--- config.mk ---
export PLATFORM = sky130hd
export DESIGN_NAME = lt24_pixel_writer
export DESIGN_NICKNAME = d
export VERILOG_FILES = /design/src/rtl/lt24_pixel_writer_pkg.sv /design/src/rtl/lt24_bus_word.sv /design/src/rtl/lt24_pixel_writer.sv
export SDC_FILE = /design/constraint.sdc
export NUM_CORES = 1
export LEC_CHECK = 0
export ABC_AREA = 1
export CAP_MARGIN = 20
export CORE_MARGIN = 2
export CORE_UTILIZATION = 35
export CTS_CLUSTER_SIZE = 10
export DETAILED_ROUTE_END_ITERATION = 12
export PLACE_DENSITY = 0.58
export SYNTH_ARGS = -nofsm -noshare
export SYNTH_HDL_FRONTEND = slang
export SYNTH_HIERARCHICAL = 1
export SYNTH_SLANG_ARGS = --single-unit
--- constraint.sdc ---
create_clock -name clock -period 2 [get_ports clock]
set_input_delay 0.6 -clock clock [delete_from_list [all_inputs] [get_ports clock]]
set_output_delay 0.6 -clock clock [all_outputs]
set_load 0.02 [all_outputs]
--- src/rtl/lt24_pixel_writer_pkg.sv ---
// Shared LT24 command codes, bus-phase states and the address-sequence word table.
package lt24_pixel_writer_pkg;

    localparam logic [7:0] LT24_CMD_COLADDR  = 8'h2A;
    localparam logic [7:0] LT24_CMD_PAGEADDR = 8'h2B;
    localparam logic [7:0] LT24_CMD_MEMWRITE = 8'h2C;

    localparam logic [3:0] LAST_IDX = 4'd11;

    typedef enum logic [1:0] {
        ST_IDLE  = 2'd0,
        ST_WR_LO = 2'd1,
        ST_WR_HI = 2'd2
    } bus_state_e;

    // Returns {rs, data} for word idx of the full sequence; idx 11 is the colour.
    function automatic logic [16:0] seq_word(
        input logic [3:0]  idx,
        input logic [7:0]  x,
        input logic [8:0]  y,
        input logic [15:0] colour,
        input logic [15:0] x_end,
        input logic [15:0] y_end
    );
        logic [16:0] w;
        w = {1'b1, 16'h0000};
        case (idx)
            4'd0:    w = {1'b0, 8'h00, LT24_CMD_COLADDR};
            4'd1:    w = {1'b1, 16'h0000};
            4'd2:    w = {1'b1, 8'h00, x};
            4'd3:    w = {1'b1, 8'h00, x_end[15:8]};
            4'd4:    w = {1'b1, 8'h00, x_end[7:0]};
            4'd5:    w = {1'b0, 8'h00, LT24_CMD_PAGEADDR};
            4'd6:    w = {1'b1, 15'h0000, y[8]};
            4'd7:    w = {1'b1, 8'h00, y[7:0]};
            4'd8:    w = {1'b1, 8'h00, y_end[15:8]};
            4'd9:    w = {1'b1, 8'h00, y_end[7:0]};
            4'd10:   w = {1'b0, 8'h00, LT24_CMD_MEMWRITE};
            4'd11:   w = {1'b1, colour};
            default: w = {1'b1, 16'h0000};
        endcase
        return w;
    endfunction

endpackage

--- src/rtl/lt24_bus_word.sv ---
// Two-phase 8080 write strobe: one word per WR_LO/WR_HI pair, done reported in WR_HI.
module lt24_bus_word
    import lt24_pixel_writer_pkg::*;
(
    input  logic        clock,
    input  logic        reset,
    input  logic        go,
    input  logic        rs_in,
    input  logic [15:0] data_in,
    output logic        done,
    output logic        wr_n,
    output logic        cs_n,
    output logic        rs,
    output logic [15:0] data
);

    bus_state_e  state_q, state_d;
    logic        wr_n_q, wr_n_d;
    logic        cs_n_q, cs_n_d;
    logic        rs_q, rs_d;
    logic [15:0] data_q, data_d;

    always_ff @(posedge clock) begin
        if (reset) begin
            state_q <= ST_IDLE;
            wr_n_q  <= 1'b1;
            cs_n_q  <= 1'b1;
            rs_q    <= 1'b1;
            data_q  <= 16'h0000;
        end else begin
            state_q <= state_d;
            wr_n_q  <= wr_n_d;
            cs_n_q  <= cs_n_d;
            rs_q    <= rs_d;
            data_q  <= data_d;
        end
    end

    always_comb begin
        state_d = state_q;
        wr_n_d  = 1'b1;
        cs_n_d  = cs_n_q;
        rs_d    = rs_q;
        data_d  = data_q;
        if (go) begin
            // Bus word only changes here, so it is stable across the Wr_n rise.
            state_d = ST_WR_LO;
            wr_n_d  = 1'b0;
            cs_n_d  = 1'b0;
            rs_d    = rs_in;
            data_d  = data_in;
        end else begin
            case (state_q)
                ST_WR_LO: state_d = ST_WR_HI;
                ST_WR_HI: begin
                    state_d = ST_IDLE;
                    cs_n_d  = 1'b1;
                end
                default:  state_d = ST_IDLE;
            endcase
        end
    end

    assign done = (state_q == ST_WR_HI);
    assign wr_n = wr_n_q;
    assign cs_n = cs_n_q;
    assign rs   = rs_q;
    assign data = data_q;

endmodule

--- src/rtl/lt24_pixel_writer.sv ---
// Pixel-to-LT24 transmitter: picks full-address or streamed colour-only sequences.
module lt24_pixel_writer
    import lt24_pixel_writer_pkg::*;
#(
    parameter int WIDTH  = 240,
    parameter int HEIGHT = 320
) (
    input  logic        clock,
    input  logic        reset,
    input  logic [7:0]  pixelX,
    input  logic [8:0]  pixelY,
    input  logic [15:0] pixelColour,
    input  logic        pixelWrite,
    output logic        pixelReady,
    input  logic        invalidate,
    output logic        pixelError,
    output logic        LT24Wr_n,
    output logic        LT24Rd_n,
    output logic        LT24CS_n,
    output logic        LT24RS,
    output logic [15:0] LT24Data
);

    localparam logic [15:0] X_END = 16'(WIDTH - 1);
    localparam logic [15:0] Y_END = 16'(HEIGHT - 1);

    logic        active_q, active_d;
    logic [3:0]  idx_q, idx_d;
    logic [7:0]  x_q, x_d;
    logic [8:0]  y_q, y_d;
    logic [15:0] col_q, col_d;
    logic        valid_q, valid_d;
    logic [7:0]  last_x_q, last_x_d;
    logic [8:0]  last_y_q, last_y_d;
    logic        error_q, error_d;

    logic        done;
    logic        go;
    logic [16:0] go_word;
    logic        accept;
    logic        in_range;
    logic        same_row;
    logic        next_row;
    logic        stream;

    always_ff @(posedge clock) begin
        if (reset) begin
            active_q <= 1'b0;
            idx_q    <= 4'd0;
            x_q      <= 8'd0;
            y_q      <= 9'd0;
            col_q    <= 16'h0000;
            valid_q  <= 1'b0;
            last_x_q <= 8'd0;
            last_y_q <= 9'd0;
            error_q  <= 1'b0;
        end else begin
            active_q <= active_d;
            idx_q    <= idx_d;
            x_q      <= x_d;
            y_q      <= y_d;
            col_q    <= col_d;
            valid_q  <= valid_d;
            last_x_q <= last_x_d;
            last_y_q <= last_y_d;
            error_q  <= error_d;
        end
    end

    always_comb begin
        pixelReady = !active_q || (done && idx_q == LAST_IDX);
        accept     = pixelWrite && pixelReady;
        in_range   = ({8'h00, pixelX} <= X_END) && ({7'h00, pixelY} <= Y_END);
        same_row   = ({1'b0, pixelX} == {1'b0, last_x_q} + 9'd1)
                     && (pixelY == last_y_q);
        next_row   = ({8'h00, last_x_q} == X_END) && (pixelX == 8'd0)
                     && ({1'b0, pixelY} == {1'b0, last_y_q} + 10'd1)
                     && ({7'h00, last_y_q} < Y_END);
        stream     = valid_q && !invalidate && (same_row || next_row);

        active_d = active_q;
        idx_d    = idx_q;
        x_d      = x_q;
        y_d      = y_q;
        col_d    = col_q;
        valid_d  = valid_q && !invalidate;
        last_x_d = last_x_q;
        last_y_d = last_y_q;
        error_d  = 1'b0;
        go       = 1'b0;
        go_word  = {1'b1, 16'h0000};

        if (accept) begin
            if (in_range) begin
                // A streamed pixel jumps straight to the colour word.
                active_d = 1'b1;
                idx_d    = stream ? LAST_IDX : 4'd0;
                x_d      = pixelX;
                y_d      = pixelY;
                col_d    = pixelColour;
                valid_d  = 1'b1;
                last_x_d = pixelX;
                last_y_d = pixelY;
                go       = 1'b1;
                go_word  = seq_word(idx_d, pixelX, pixelY, pixelColour,
                                    X_END, Y_END);
            end else begin
                active_d = 1'b0;
                error_d  = 1'b1;
            end
        end else if (active_q && done) begin
            if (idx_q != LAST_IDX) begin
                idx_d   = idx_q + 4'd1;
                go      = 1'b1;
                go_word = seq_word(idx_d, x_q, y_q, col_q, X_END, Y_END);
            end else begin
                active_d = 1'b0;
            end
        end
    end

    lt24_bus_word u_bus (
        .clock   (clock),
        .reset   (reset),
        .go      (go),
        .rs_in   (go_word[16]),
        .data_in (go_word[15:0]),
        .done    (done),
        .wr_n    (LT24Wr_n),
        .cs_n    (LT24CS_n),
        .rs      (LT24RS),
        .data    (LT24Data)
    );

    assign pixelError = error_q;
    assign LT24Rd_n   = 1'b1;

endmodule
### Yosys cells after proc, flatten, opt, wreduce, memory -nomap -nowiden

Cells that the tools add are included.

* flip-flop bits (word level): 61
* input bits: 37
* output and inout bits: 22
* word-level logic and storage cells: 99

* add/subtract/negate cells: 3
* $lt $le $gt $ge: 3
* eq/ne operators: 28
* muxes and demuxes: 26
* bitwise gates (word level): 1
* reductions and logical operators: 25

Operators with widths (number)
* $pmux 17 s10: 2
* $mux 17: 4
* $eq 4x4->1 const B: 9
* $eq 4x3->1 const B: 8
* $mux 4: 5
* $mux 1: 14
* $add 9x1->10 const B: 1
* $eq 9x10->1: 1
* $logic_and 1x1->1: 10
* $add 8x1->9 const B: 1
* $eq 8x9->1: 1
* $eq 9x9->1: 1
* $le 9x9->1 const B: 1
* $lt 9x9->1 const B: 1
* $eq 4x2->1 const B: 2
* $eq 8x8->1 const B: 1
* $le 8x8->1 const B: 1
* $logic_not 4->1: 2
* $logic_not 8->1: 1
* $reduce_bool 2->1: 3
* $add 4x1->4 const B: 1
* $ne 4x4->1 const B: 1
* $reduce_and 2->1: 2
* $reduce_or 2->1: 2
* 9 further kinds: 11

### Logic depth before layout (Yosys ltp)

* word-level depth: 11
* gate-level depth with buffers: 16
* gate-level depth less buffers: 16

### Hierarchy

Netlist, hierarchy kept.

Modules (own cells, without submodules)
* lt24_pixel_writer: times used 1, cells an instance 465, area an instance 2815.2 um^2, sequential area each 800.8 um^2
* lt24_bus_word: times used 1, cells an instance 85, area an instance 683.2 um^2, sequential area each 420.4 um^2

### Worst setup path before layout

No wires, ideal clock.

* kind: reg2reg
* start: reg idx_q[0]
* end: reg u_bus.data_q[0] (netlist: u_bus/data[0])
* library setup time: 0.058 ns
* data arrival time: 1.977 ns
* required time: 1.942 ns
* setup slack: -0.036 ns
* cell stages (with the launch flop): 12
* path buffers: 1
* period minus slack after synthesis: 2.036 ns
* path through: dfxtp_1 ha_1 nand4_1 nand2_1 nand2_2 nor2_4 nor2_1 inv_1 nor2_2 buf_4 nand2_1 nand2_1

* elaborated cells on any way between the ends: 23
* classes of those cells: add/sub (1); eq/ne (11); mux (7); reduce/logical (4)

RTL lines
* from (decl): RTL line lt24_pixel_writer.sv:28 `logic [3:0] idx_q, idx_d;`
* from (signal assigned): RTL line lt24_pixel_writer.sv:59 `idx_q <= idx_d;`
* $eq 4x4->1: RTL line lt24_pixel_writer.sv:71 `pixelReady = !active_q || (done && idx_q == LAST_IDX);`
* $logic_and 1x1->1: RTL line lt24_pixel_writer.sv:71
* $logic_or 1x1->1: RTL line lt24_pixel_writer.sv:71
* net pixelReady: RTL line lt24_pixel_writer.sv:14 `output logic pixelReady,`
* $logic_and 1x1->1: RTL line lt24_pixel_writer.sv:72 `accept = pixelWrite && pixelReady;`
* $mux 1: RTL line lt24_pixel_writer.sv:93 `if (accept) begin`
* net go: RTL line lt24_pixel_writer.sv:38 `logic go;`
* to (signal assigned): RTL line lt24_bus_word.sv:35 `data_q <= data_d;`
* to (decl): RTL line lt24_bus_word.sv:21 `logic [15:0] data_q, data_d;`

The timed path passes the listed nets, and every way through them passes these cells.
A chain may end at the register's enable or synchronous reset.

### Worst setup path in the final report

* start: in pixelY[7]
* end: reg u_bus.data_q[2] (netlist: u_bus/data[2])

* longest elaborated chain between the ends: 10
* elaborated cells on any way between the ends: 25
* classes of those cells: order compare (1); eq/ne (11); mux (6); reduce/logical (7)

Ends and longest elaborated chain
* from (decl): RTL line lt24_pixel_writer.sv:11 `input logic [8:0] pixelY,`
* $eq 9x10->1: RTL line lt24_pixel_writer.sv:77 `&& ({1'b0, pixelY} == {1'b0, last_y_q} + 10'd1)`
* $logic_and 1x1->1: RTL line lt24_pixel_writer.sv:77
* $logic_and 1x1->1: RTL line lt24_pixel_writer.sv:78 `&& ({7'h00, last_y_q} < Y_END);`
* $logic_or 1x1->1: RTL line lt24_pixel_writer.sv:79 `stream = valid_q && !invalidate && (same_row || next_row);`
* $logic_and 1x1->1: RTL line lt24_pixel_writer.sv:79
* $mux 4: RTL line lt24_pixel_writer.sv:97 `idx_d = stream ? LAST_IDX : 4'd0;`
* $eq 4x4->1, or another cell as far along: RTL line lt24_pixel_writer_pkg.sv:27 `case (idx)`
* $pmux 17 s10: RTL line lt24_pixel_writer_pkg.sv:27
* $mux 17 *: RTL line lt24_pixel_writer.sv:94 `if (in_range) begin`
* $mux 17 *: RTL line lt24_pixel_writer.sv:93
* net go_word[2]: RTL line lt24_pixel_writer.sv:39 `logic [16:0] go_word;`

The timed path passes the listed nets; every way through them passes the cells marked *.

==> impl_metrics.toml <==
[cells_and_area]
syn2layout_area_growth_pct = 41.2
fill_cells = 1020
drive_above_1_share_pct = 20.2
final_cell_mix = "nand2_1, dfxtp_1, buf_4, inv_1, nor2_1"
final_core_util_pct = 50.8
multiInputGateArea_mm2 = 0.00211
design_area_mm2 = 0.00494
final_nets = 700
seq_area_mm2 = 0.00123
layout_commonest_cell = "nand2_1"
diodes = 0

[floorplanning]
die_x_um = 104
core-area_mm2 = 0.00973
start_util_pct = 36.0
die_y_um = 104
die-area_mm2 = 0.0108
row_count = 36
ios = 59

[detailed_routing]
drtPass1Iterations = 4
drcViolationCount = 0
ant_nets = 0
via_count = 3804
drt_wl_total_mm = 9.99
wl_per_cell_um = 12.6
drt_iter0_drc = 153
avgViaCountPerCell = 4.78

[clock_network]
h-tree-depth = 3
clock_latency_ns = 0.35
cts_tree = "done"
clock_path_buffers = 2
clk_pin_slew_worst_paths_ns = 0.08
hold_buffers = 0
cts_buffers = 9
cts.sinks = 61
cts_root_buf = "clkbuf_8"

[placement]
place_ws_ns = -0.545
io_buffers = 57
hpwlAfterDp_mm = 7.54
gp_congestion = 0.873
dpl_cell_area_mm2 = 0.00459

[yosys]
ys.flop_type = "dfxtp_1"
synth_edf_count = 0
syn_area_mm2 = 0.00350
yosys_warnings = 6
ys_ff_latch = 61
syn_nets = 593
avgSynthCellArea_um2 = 6.36
async_reset_ff_share_pct = 0
syn_inst = 550
synth_seq_area_share_pct = 34.9
synth_cell_types = 30

[sta]
min_period_ns = 1.96
clock.fmax_mhz = 510
rsz0062_at_grt = "yes"
fin_ws_ns = 0.0374
clock_skew_ns = 0.00781
setup_viol = 0
hold_viol_final = 0
finalCritPeriodShare_pct = 98.1
report.final.slew_viol_count = 0
fin_hold_ws_ns = 0.418

[power]
p_switching_uw = 975
seqPwrFrac_pct = 42.9
p_int_uw = 2170
vdd_ir_drop_max_mv = 0.351
power_frac_comb_pct = 21.1
power_frac_clock_pct = 36.0
p_leak_uw = 0.00226
powerDensity_mw_per_mm2 = 636
power.share.switching_pct = 31.0

[global_route]
grt_overflow = 0
grt_pass1_vias = 3620
grt_max_degree = 29
grt_first_pass_wirelength_mm = 17.2
grt_antenna_before_repair = 0
grt.total_usage_pct = 19.4

[setup_path]
start_kind = "input pin"
criticalPathCategory = "in2reg"
cp-end-kind = "flop"
cp_max_fo = 5
arrival_ns = 2.26
worstPathRequired_ns = 2.30

[run_status]
outcome = "completed"

[min_path]
min_path_type = "reg2reg"

[run]
maxCapViolations = 0
==> repair_timing <==
item	CTS	global route
setup buffers	1	1
setup endpoints to repair	56	21
endpoints found under the hold margin	0	0
pin swaps	11	22
resized for setup	39	26
==> worst max-delay path: stages <==
cell	delay (ns)
dlygate4sd2_1	0.26
or2_1	0.23
nand2_1	0.08
nand2_1	0.06
nor2_1	0.13
nand2_1	0.08
nor2_1	0.11
nand3_1	0.11
nand2_2	0.13
nand2_4	0.09
buf_4	0.15
o21ai_2	0.12
nand2_1	0.07
nand2_1	0.05
==> through the flow <==
stage	std cells	TNS (ns)	total power, µW
after floorplan	550	0	1700
after global placement	777	-25.18	2000
after detailed placement	777	-26.02	2000
after CTS	794	0	3140
after global routing	795	-0.932	3310
final	795	0	3140
==> cells by family after synthesis <==
logic type / count (synthesis) / synth area share, %
buffers and inverters: 74 / 8.98
AOI/OAI and AO/OA: 92 / 14.5
DFF: 61 / 34.9
other: 1 / 0.107
xor gates and xnor gates: 11 / 2.75
and+or+nand+nor: 305 / 36.6
adders and majority gates: 6 / 2.15
==> state kept, by name, indices dropped and copies added (netlist names) <==
name and cells:
active_q 1, col_q 16, idx_q 4, last_x_q 8, last_y_q 9, pixelError 1, u_bus/cs_n 1, u_bus/data 16
u_bus/rs 1, u_bus/state_q 2, u_bus/wr_n 1, valid_q 1
==> power by group through the flow <==
stage,sequential (µW),clock (µW),combinational (µW)
floorplan,1370,0,333
global placement,1370,0,629
detailed placement,1370,0,634
CTS,1340,1160,643
global route,1360,1200,741
finish,1350,1130,662
==> final timing paths <==
kind / startpoint / to / slack [ns] / cells past startpoint
worst min-delay path: u_bus/state_q[1]$_SDFF_PP0_ / u_bus/state_q[1]$_SDFF_PP0_ / 0.42 / 1
worst max register to register: idx_q[0]$_SDFFE_PP0P_ / u_bus/data[5]$_SDFFE_PP0P_ / 0.10 / 13
worst max-delay path: pixelY[7] / u_bus/data[2]$_SDFFE_PP0P_ / 0.04 / 14
worst min register to register: u_bus/state_q[1]$_SDFF_PP0_ / u_bus/state_q[1]$_SDFF_PP0_ / 0.42 / 1
==> cell usage after synthesis (2+ instances only) <==
cell | n | share of area, %
clkbuf_1 | 3 | 0.32
buf_2 | 5 | 0.72
nor2_4 | 3 | 0.97
a21oi_1 | 41 | 5.9
buf_4 | 6 | 1.3
nand3_2 | 2 | 0.57
nand4_1 | 9 | 1.6
dfxtp_1 | 61 | 35
xor2_1 | 3 | 0.75
clkinv_1 | 2 | 0.21
o21ai_0 | 35 | 5.0
o21ai_1 | 3 | 0.43
nor2_2 | 3 | 0.54
xnor2_1 | 8 | 2.0
inv_1 | 51 | 5.5
nand3_1 | 34 | 4.9
inv_2 | 4 | 0.43
o21ai_2 | 11 | 2.8
nor2_1 | 49 | 5.3
nand2_2 | 4 | 0.72
nand2_1 | 198 | 21
buf_1 | 2 | 0.21
ha_1 | 6 | 2.1
==> per-layer routing <==
layer	wire length (µm)	vias up	global-route usage [%]
met2	4510	89	30.7
met4	174	0	7.82
li1	-	1963	-
met1	4890	1740	26.5
met5	0	-	0
met3	420	12	2.76
==> cell type report <==
| class | count | share of cell area (%) |
|---|---|---|
| inverter | 57 | 4.33 |
| multi-input combinational | 415 | 42.7 |
| timing repair buffer | 113 | 20.7 |
| clock buffer | 9 | 2.51 |
| sequential | 61 | 24.9 |
| clock inverter | 7 | 1.52 |
| tap | 133 | 3.37 |
(Power assumes the default switching activity.)
